--- src/rtl/mac_pkg.sv ---
// Shared constants, types and helpers for the signed 8x8 multiply-accumulate lane.
package mac_pkg;
    localparam int DATA_W     = 8;
    localparam int ACC_W      = 19;
    localparam int IDX_W      = 4;
    localparam int DIM        = 8;
    localparam int RES_DEPTH  = 64;
    localparam int PROD_W     = 2 * DATA_W;
    localparam int RES_ADDR_W = $clog2(RES_DEPTH);

    typedef logic signed [DATA_W-1:0] operand_t;
    typedef logic signed [PROD_W-1:0] prod_t;
    typedef logic signed [ACC_W-1:0]  acc_t;
    typedef logic [IDX_W-1:0]         idx_t;
    typedef logic [RES_ADDR_W-1:0]    res_addr_t;

    // Row-major placement of a result element in the result memory.
    function automatic res_addr_t elem_addr(idx_t row, idx_t col);
        return res_addr_t'(DIM * int'(row) + int'(col));
    endfunction

    function automatic acc_t sext_prod(prod_t p);
        return {{(ACC_W-PROD_W){p[PROD_W-1]}}, p};
    endfunction
endpackage

--- src/rtl/mac_if.sv ---
// Operand/tag input bus and aligned result bus of one MAC lane.
interface mac_if;
    import mac_pkg::*;

    logic      in_valid;
    operand_t  in_a;
    operand_t  in_b;
    logic      macc_clear;
    idx_t      tag_row;
    idx_t      tag_col;
    idx_t      tag_k;

    acc_t      out;
    logic      out_valid;
    idx_t      out_row;
    idx_t      out_col;
    idx_t      out_k;
    logic      res_valid;
    res_addr_t res_addr;

    modport master (
        output in_valid, in_a, in_b, macc_clear, tag_row, tag_col, tag_k,
        input  out, out_valid, out_row, out_col, out_k, res_valid, res_addr
    );

    modport slave (
        input  in_valid, in_a, in_b, macc_clear, tag_row, tag_col, tag_k,
        output out, out_valid, out_row, out_col, out_k, res_valid, res_addr
    );
endinterface

--- src/rtl/mac_tag_delay.sv ---
// Two-cycle delay of the term valid bit and its (row, col, k) tags.
module tag_delay
    import mac_pkg::*;
#(
    parameter int W = IDX_W
) (
    input  logic         clk,
    input  logic         reset,
    input  logic         src_valid,
    input  logic [W-1:0] src_row,
    input  logic [W-1:0] src_col,
    input  logic [W-1:0] src_k,
    output logic         dly_valid,
    output logic [W-1:0] dly_row,
    output logic [W-1:0] dly_col,
    output logic [W-1:0] dly_k
);
    logic         v1;
    logic [W-1:0] row1;
    logic [W-1:0] col1;
    logic [W-1:0] k1;

    // Tags only advance with a valid term so the output tags keep naming
    // the last term folded into the accumulator across input gaps.
    always_ff @(posedge clk) begin
        if (reset) begin
            v1        <= 1'b0;
            row1      <= '0;
            col1      <= '0;
            k1        <= '0;
            dly_valid <= 1'b0;
            dly_row   <= '0;
            dly_col   <= '0;
            dly_k     <= '0;
        end else begin
            v1        <= src_valid;
            dly_valid <= v1;
            if (src_valid) begin
                row1 <= src_row;
                col1 <= src_col;
                k1   <= src_k;
            end
            if (v1) begin
                dly_row <= row1;
                dly_col <= col1;
                dly_k   <= k1;
            end
        end
    end
endmodule

--- src/rtl/mac.sv ---
// Signed MAC lane: product register, wrapping accumulator, aligned tags and
// result addressing. Define MAC_RESULT_RAM_EN to build the 64-entry result memory.
module mac
    import mac_pkg::*;
(
    input  logic      clk,
    input  logic      reset,
    mac_if.slave      bus,
    input  res_addr_t rd_addr,
    output acc_t      rd_data
);
    prod_t prod;
    logic  clear_q;
    logic  valid_q;
    acc_t  acc;
    logic  res_valid;

    always_ff @(posedge clk) begin
        if (reset) begin
            prod    <= '0;
            clear_q <= 1'b0;
            valid_q <= 1'b0;
        end else begin
            valid_q <= bus.in_valid;
            if (bus.in_valid) begin
                prod    <= prod_t'(bus.in_a) * prod_t'(bus.in_b);
                clear_q <= bus.macc_clear;
            end
        end
    end

    // Sum wraps modulo 2^ACC_W; eight full-scale products fit without loss.
    always_ff @(posedge clk) begin
        if (reset) begin
            acc <= '0;
        end else if (valid_q) begin
            acc <= clear_q ? sext_prod(prod) : acc + sext_prod(prod);
        end
    end

    tag_delay #(.W(IDX_W)) u_tag_delay (
        .clk       (clk),
        .reset     (reset),
        .src_valid (bus.in_valid),
        .src_row   (bus.tag_row),
        .src_col   (bus.tag_col),
        .src_k     (bus.tag_k),
        .dly_valid (bus.out_valid),
        .dly_row   (bus.out_row),
        .dly_col   (bus.out_col),
        .dly_k     (bus.out_k)
    );

    assign bus.out       = acc;
    assign res_valid     = bus.out_valid && (bus.out_k == idx_t'(DIM - 1));
    assign bus.res_valid = res_valid;
    assign bus.res_addr  = elem_addr(bus.out_row, bus.out_col);

`ifdef MAC_RESULT_RAM_EN
    acc_t mem [RES_DEPTH];

    // Read-before-write: a same-edge read of the written address sees old data.
    always_ff @(posedge clk) begin
        if (res_valid) begin
            mem[bus.res_addr] <= acc;
        end
        rd_data <= mem[rd_addr];
    end
`else
    logic unused_rd_addr;
    assign unused_rd_addr = ^rd_addr;
    assign rd_data        = '0;
`endif
endmodule

--- src/flat_wrapper.sv ---
// flat-port wrapper written by rule: the top's interface ports become plain ports
module mac_flat import mac_pkg::*;
  (clk, reset, rd_addr, rd_data, bus_in_valid, bus_in_a, bus_in_b, bus_macc_clear, bus_tag_row, bus_tag_col, bus_tag_k, bus_out, bus_out_valid, bus_out_row, bus_out_col, bus_out_k, bus_res_valid, bus_res_addr);
  mac_if bus_i ();
  input  logic clk;
  input  logic reset;
  input  res_addr_t rd_addr;
  output acc_t rd_data;
  input wire logic [$bits(bus_i.in_valid)-1:0] bus_in_valid;
  input wire logic [$bits(bus_i.in_a)-1:0] bus_in_a;
  input wire logic [$bits(bus_i.in_b)-1:0] bus_in_b;
  input wire logic [$bits(bus_i.macc_clear)-1:0] bus_macc_clear;
  input wire logic [$bits(bus_i.tag_row)-1:0] bus_tag_row;
  input wire logic [$bits(bus_i.tag_col)-1:0] bus_tag_col;
  input wire logic [$bits(bus_i.tag_k)-1:0] bus_tag_k;
  output wire logic [$bits(bus_i.out)-1:0] bus_out;
  output wire logic [$bits(bus_i.out_valid)-1:0] bus_out_valid;
  output wire logic [$bits(bus_i.out_row)-1:0] bus_out_row;
  output wire logic [$bits(bus_i.out_col)-1:0] bus_out_col;
  output wire logic [$bits(bus_i.out_k)-1:0] bus_out_k;
  output wire logic [$bits(bus_i.res_valid)-1:0] bus_res_valid;
  output wire logic [$bits(bus_i.res_addr)-1:0] bus_res_addr;
  assign bus_i.in_valid = bus_in_valid;
  assign bus_i.in_a = bus_in_a;
  assign bus_i.in_b = bus_in_b;
  assign bus_i.macc_clear = bus_macc_clear;
  assign bus_i.tag_row = bus_tag_row;
  assign bus_i.tag_col = bus_tag_col;
  assign bus_i.tag_k = bus_tag_k;
  assign bus_out = bus_i.out;
  assign bus_out_valid = bus_i.out_valid;
  assign bus_out_row = bus_i.out_row;
  assign bus_out_col = bus_i.out_col;
  assign bus_out_k = bus_i.out_k;
  assign bus_res_valid = bus_i.res_valid;
  assign bus_res_addr = bus_i.res_addr;
  mac u_core (.clk(clk), .reset(reset), .bus(bus_i), .rd_addr(rd_addr), .rd_data(rd_data));
endmodule
--- config.mk ---
export PLATFORM = sky130hd
export DESIGN_NAME = mac_flat
export DESIGN_NICKNAME = d
export VERILOG_FILES = /design/src/rtl/mac_pkg.sv /design/src/rtl/mac_if.sv /design/src/rtl/mac_tag_delay.sv /design/src/rtl/mac.sv /design/src/flat_wrapper.sv
export SDC_FILE = /design/constraint.sdc
export NUM_CORES = 1
export LEC_CHECK = 0
export BUFFER_PORTS_ARGS = -buffer_cell sky130_fd_sc_hd__buf_4
export CAP_MARGIN = 20
export CORE_MARGIN = 10
export CORE_UTILIZATION = 55
export DETAILED_ROUTE_END_ITERATION = 10
export HOLD_SLACK_MARGIN = 0.12
export PLACE_DENSITY = 0.89
export SYNTH_ARGS = -nofsm -noshare
export SYNTH_HDL_FRONTEND = slang
export SYNTH_SLANG_ARGS = --single-unit
--- constraint.sdc ---
create_clock -name clk -period 11.5 [get_ports clk]
set_clock_uncertainty 0.2 [all_clocks]
set_input_delay 0.575 -clock clk [delete_from_list [all_inputs] [get_ports clk]]
set_output_delay 0.575 -clock clk [all_outputs]
set_load 0.02 [all_outputs]
Word level (Yosys, flattened, before mapping). Cells that the tools add are included.

Add/subtract/negate cells: 2. Multiplexer cells: 1. $lt $le $gt $ge: 0. Reduce and logical (&&, ||, !) cells: 1. Shifts and indexed selects: 0. Eq/ne operators: 1. Bitwise logic cells: 0. Divide/modulo/power cells: 0. $mul: 1.

Operators by type and width (number): $add 19x16->19 (1); $mux 19 (1); $mul 8x8->16 (1); $add 6x4->6 (1); $eq 4x3->1 const B (1); $logic_and 1x1->1 (1).

Bits in read-only memories: 0. Word-level logic and storage cells: 17. Latch bits: 0. Input port bits: 38. Memories: 0. Register bits after elaboration: 62. Output and inout port bits: 58. Memory bits (writable): 0.

Logic depth before layout (Yosys ltp).
Word-level depth: 2. Gate-level depth with buffers: 18. Depth with buffers taken out: 18.

Hierarchy. From an unflattened synthesis, not the netlist that was laid out.

Cell total of the unflattened synthesis: 675. Area total of the unflattened synthesis: 5972.0 µm².

By module, submodules not included: mac (times used 1, sequential area each 740.7 µm², area an instance 5031.1 µm², cells each 592); tag_delay (times used 1, sequential area each 520.5 µm², area an instance 940.9 µm², cells each 83).

Least setup slack after synthesis. Ideal clock, no wire load.

Path type: input port to flip-flop. Start: input bus_in_b[3]. End: register u_core.prod[15]. Data required time: 11.214 ns. Data arrival time: 4.377 ns. Buffers on the path: 0. Setup time: 0.086 ns. Cell stages on the path: 17. Slack: 6.837 ns. Cells stage by stage: and2_1 > inv_1 > fa_1 > inv_1 > fa_1 > fa_1 > inv_1 > fa_1 > inv_1 > ha_1 > a2111oi_0 > o21ai_0 > nand2_1 > o21ai_1 > a21oi_1 > xnor2_1 > a211oi_1.

Longest elaborated chain between the ends: 1.

RTL lines: from (decl) (RTL line flat_wrapper.sv:11) `input wire logic [$bits(bus_i.in_b)-1:0] bus_in_b;`; $mul 8x8->16 (RTL line mac.sv:26) `prod <= prod_t'(bus.in_a) * prod_t'(bus.in_b);`; to (signal assigned) (RTL line mac.sv:26); to (decl) (RTL line mac.sv:12) `prod_t prod;`.

Every way passes these cells. A chain may end at the register's enable or synchronous reset.

Worst setup path in the final report. Same ends and word-level chain as after synthesis.

==> metrics.txt <==
diodes inserted 0; unrepaired setup endpoints after global routing false; Worst Path Arrival 4.88 ns; hold_sp bus_tag_row[2]; DRT antenna net count 0; # rows 37; CP max FO 8; Hold Fails Final Rpt 0; Post-Syn Instances 660; FF-to-FF path depth 11; crit path capture type flop; GR Overflow Total 0; pre-CTS WS 6.38 ns; Worst Path Required 11.56 ns; FFs w/ async S/R, synth 0%; CTS clk-pin slew, worst paths 0.08 ns; Clock Tree Root clkbuf_8; GPL Wtd Cong 0.922; Top delay family on crit path adder cells; final std cells w/o fill 859; post-CTS setup buffer count 0; Hold Path Class in2reg; FF-to-FF setup slack 8.59 ns; Period minus WS final 4.82 ns; # hold bufs at CTS 0; Max-cap violations 0; commonest non-fill, non-tap cell in the layout inv_1; die width 123 um; Tot GR Track Use 17.0%; pin count of the biggest net entering global routing 62; post-synthesis cell area 5850 um2; Post-Syn Area per Cell 8.86 um2; Rel. slew slack 30.6%; global-route wire length before repair 21.7 mm; Fillers 819; Synth top area share 21.2%; Crit Path Class in2reg; Vias 4614; startpoint class of the critical path input port; core box area 10300 um2; Peak Freq 207 MHz; FF-to-FF End u_core.bus.out[18]; Die Span Y 123 um; CTS Buffer Depth 2; Worst Setup EP u_core.prod[15]; Synth area leader dfxtp_1; Slew Viols, Final 0; status finished, final reports clean; max incr delay on CP 0.55 ns; main area contributors after synthesis dfxtp_1 (21%), fa_1 (19%), ha_1 (10%); final setup vio count 0; setup TNS 0 ns; Routed WL 12.9 mm; buffers and inverters on the worst path 5; IO buf count 70; DR WL/cell 15.0 um; Peak VDD IR 0.0000874 V; drt pass-1 iters 5; Layout area overhead 13.0%; CTS-repair resized insts 0; Seq/Total Area, Yosys 21.2%; Clock Sinks 62; Inst Count DP 843; critical path's slowest cell fa_1; most used flip-flop cell after synthesis dfxtp_1; Detailed Place HPWL 10.3 mm; synth unique cells 58; Worst Tran Pin Value 1.04 ns; commonest non-fill, non-tap cells in the layout inv_1 (91), buf_4 (71), nor2_1 (63), dfxtp_1 (61), fa_1 (56); post-DR vias/cell 5.37; synthesized flop and latch total 62; R2R Path Start u_core.bus.out[0]; initial antenna violation count 0; Crit path depth 18; Worst Slack Setup Final 6.68 ns; H-tree levels 3; crit path cell chain buf_4 > and2_1 > inv_1 > fa_1 > inv_1 > fa_1 > fa_1 > inv_1 > fa_1 > inv_1 > ha_1 > a2111oi_0 > o21ai_0 > nand2_1 > o21ai_1 > a21oi_1 > xnor2_1 > a211oi_1; die area 15200 um2; NumNets Final 861; clk_lat worst skew 0.34 ns; Num CTS Buffers 9; EDFF count, synth 0; starting DRC count in detailed routing 281; power per cell area 174 nW/um2; CTS tree built; vias in the first global route 4688; DRC viols 0; Leak Pwr 0.00319 uW; Worst Setup SP bus_in_b[3]; Initial Utilization 56.7%; YS warnings 0; share of cells above drive strength 1 13.4%; Ports 96; fin crit share 41.9%
-- flip-flops by register name, summed over array words and instances, names as in the netlist --
signal                        count
u_core.u_tag_delay.dly_valid      1
u_core.valid_q                    1
u_core.u_tag_delay.dly_row        4
u_core.u_tag_delay.dly_k          4
u_core.u_tag_delay.k1             4
u_core.u_tag_delay.row1           4
u_core.clear_q                    1
u_core.u_tag_delay.col1           4
u_core.u_tag_delay.dly_col        4
u_core.prod                      16
u_core.bus.out                   19
-- layout make-up --
cell class	count	area [um2]	area share [%]
tap	136	170	2.57
multi-input combinational	482	4090	61.9
clock buffer	9	124	1.87
clock inverter	7	104	1.57
timing repair buffer	71	533	8.07
inverter	92	345	5.23
sequential	62	1240	18.8
-- kinds of logic (layout without fill, tap and decap cells) --
| logic type | Yosys count | after routing | share of synthesized area (%) |
|---|---|---|---|
| simple gates | 185 | 185 | 15.2 |
| buf+inv | 134 | 179 | 10.0 |
| fa+ha+maj | 105 | 105 | 29.6 |
| compound gates | 101 | 101 | 12.2 |
| flops | 62 | 62 | 21.2 |
| mux | 42 | 42 | 7.21 |
| xor+xnor | 30 | 30 | 4.49 |
| other cells | 1 | 19 | 0.0641 |
-- through the flow --
stage	area [um2]	hold WS [ns]	power (uW)	util (%)
2_1_floorplan	5920	0.260	792	-
3_3_place_gp	6380	0.273	888	61.8
3_5_place_dp	6380	0.283	932	61.8
4_1_cts	6610	0.268	1150	64.0
5_1_grt	6610	0.270	1260	64.0
6_report	6610	0.279	1150	64.0
-- tightest hold or removal path, stage by stage --
cell and delay (ns):
buf_4 0.07, mux2i_1 0.06, nor2_1 0.08
-- synth_stat cells, types with 2 or more instances --
library cell,number
inv_1,91
nor2_1,63
dfxtp_1,62
fa_1,56
ha_1,49
nand2_1,42
mux2i_1,41
and2_1,38
a21oi_1,22
buf_4,22
xnor2_1,21
o21ai_0,16
clkbuf_1,14
a211oi_1,9
nand2b_1,9
nor2b_1,9
xor2_1,9
nand3_1,8
o211ai_1,6
a21o_1,5
a31oi_1,5
buf_1,5
o21bai_1,5
a311oi_1,4
nor3_1,4
o21ai_1,4
o22ai_1,3
or3_1,3
a211oi_2,2
nand4_1,2
nor4_1,2
o211a_1,2
o21a_1,2
-- where the power goes --
group          switching, uW  internal [uW]
logic                    370            293
registers               29.1            242
clock network           90.7            125
-- worst min path at each step --
stage / endpoint / slack, ns / cells past startpoint
4_1_cts: u_core.u_tag_delay.col1[1] / 0.27 / 3
2_1_floorplan: u_core.u_tag_delay.col1[0] / 0.26 / 2
3_5_place_dp: u_core.prod[0] / 0.28 / 2
3_3_place_gp: u_core.u_tag_delay.dly_row[2] / 0.27 / 2
6_report: u_core.u_tag_delay.row1[2] / 0.28 / 3
5_1_grt: u_core.clear_q / 0.27 / 3
-- per-layer routing --
| layer | GRT usage (%) | wire (um) | vias up |
|---|---|---|---|
| met5 | 0 | 0 | - |
| met4 | 4.44 | 126 | 0 |
| met3 | 3.42 | 844 | 14 |
| met2 | 29.4 | 6310 | 135 |
| met1 | 21.0 | 5580 | 2214 |
| li1 | - | - | 2251 |
Power figures use the tool's default switching activity.
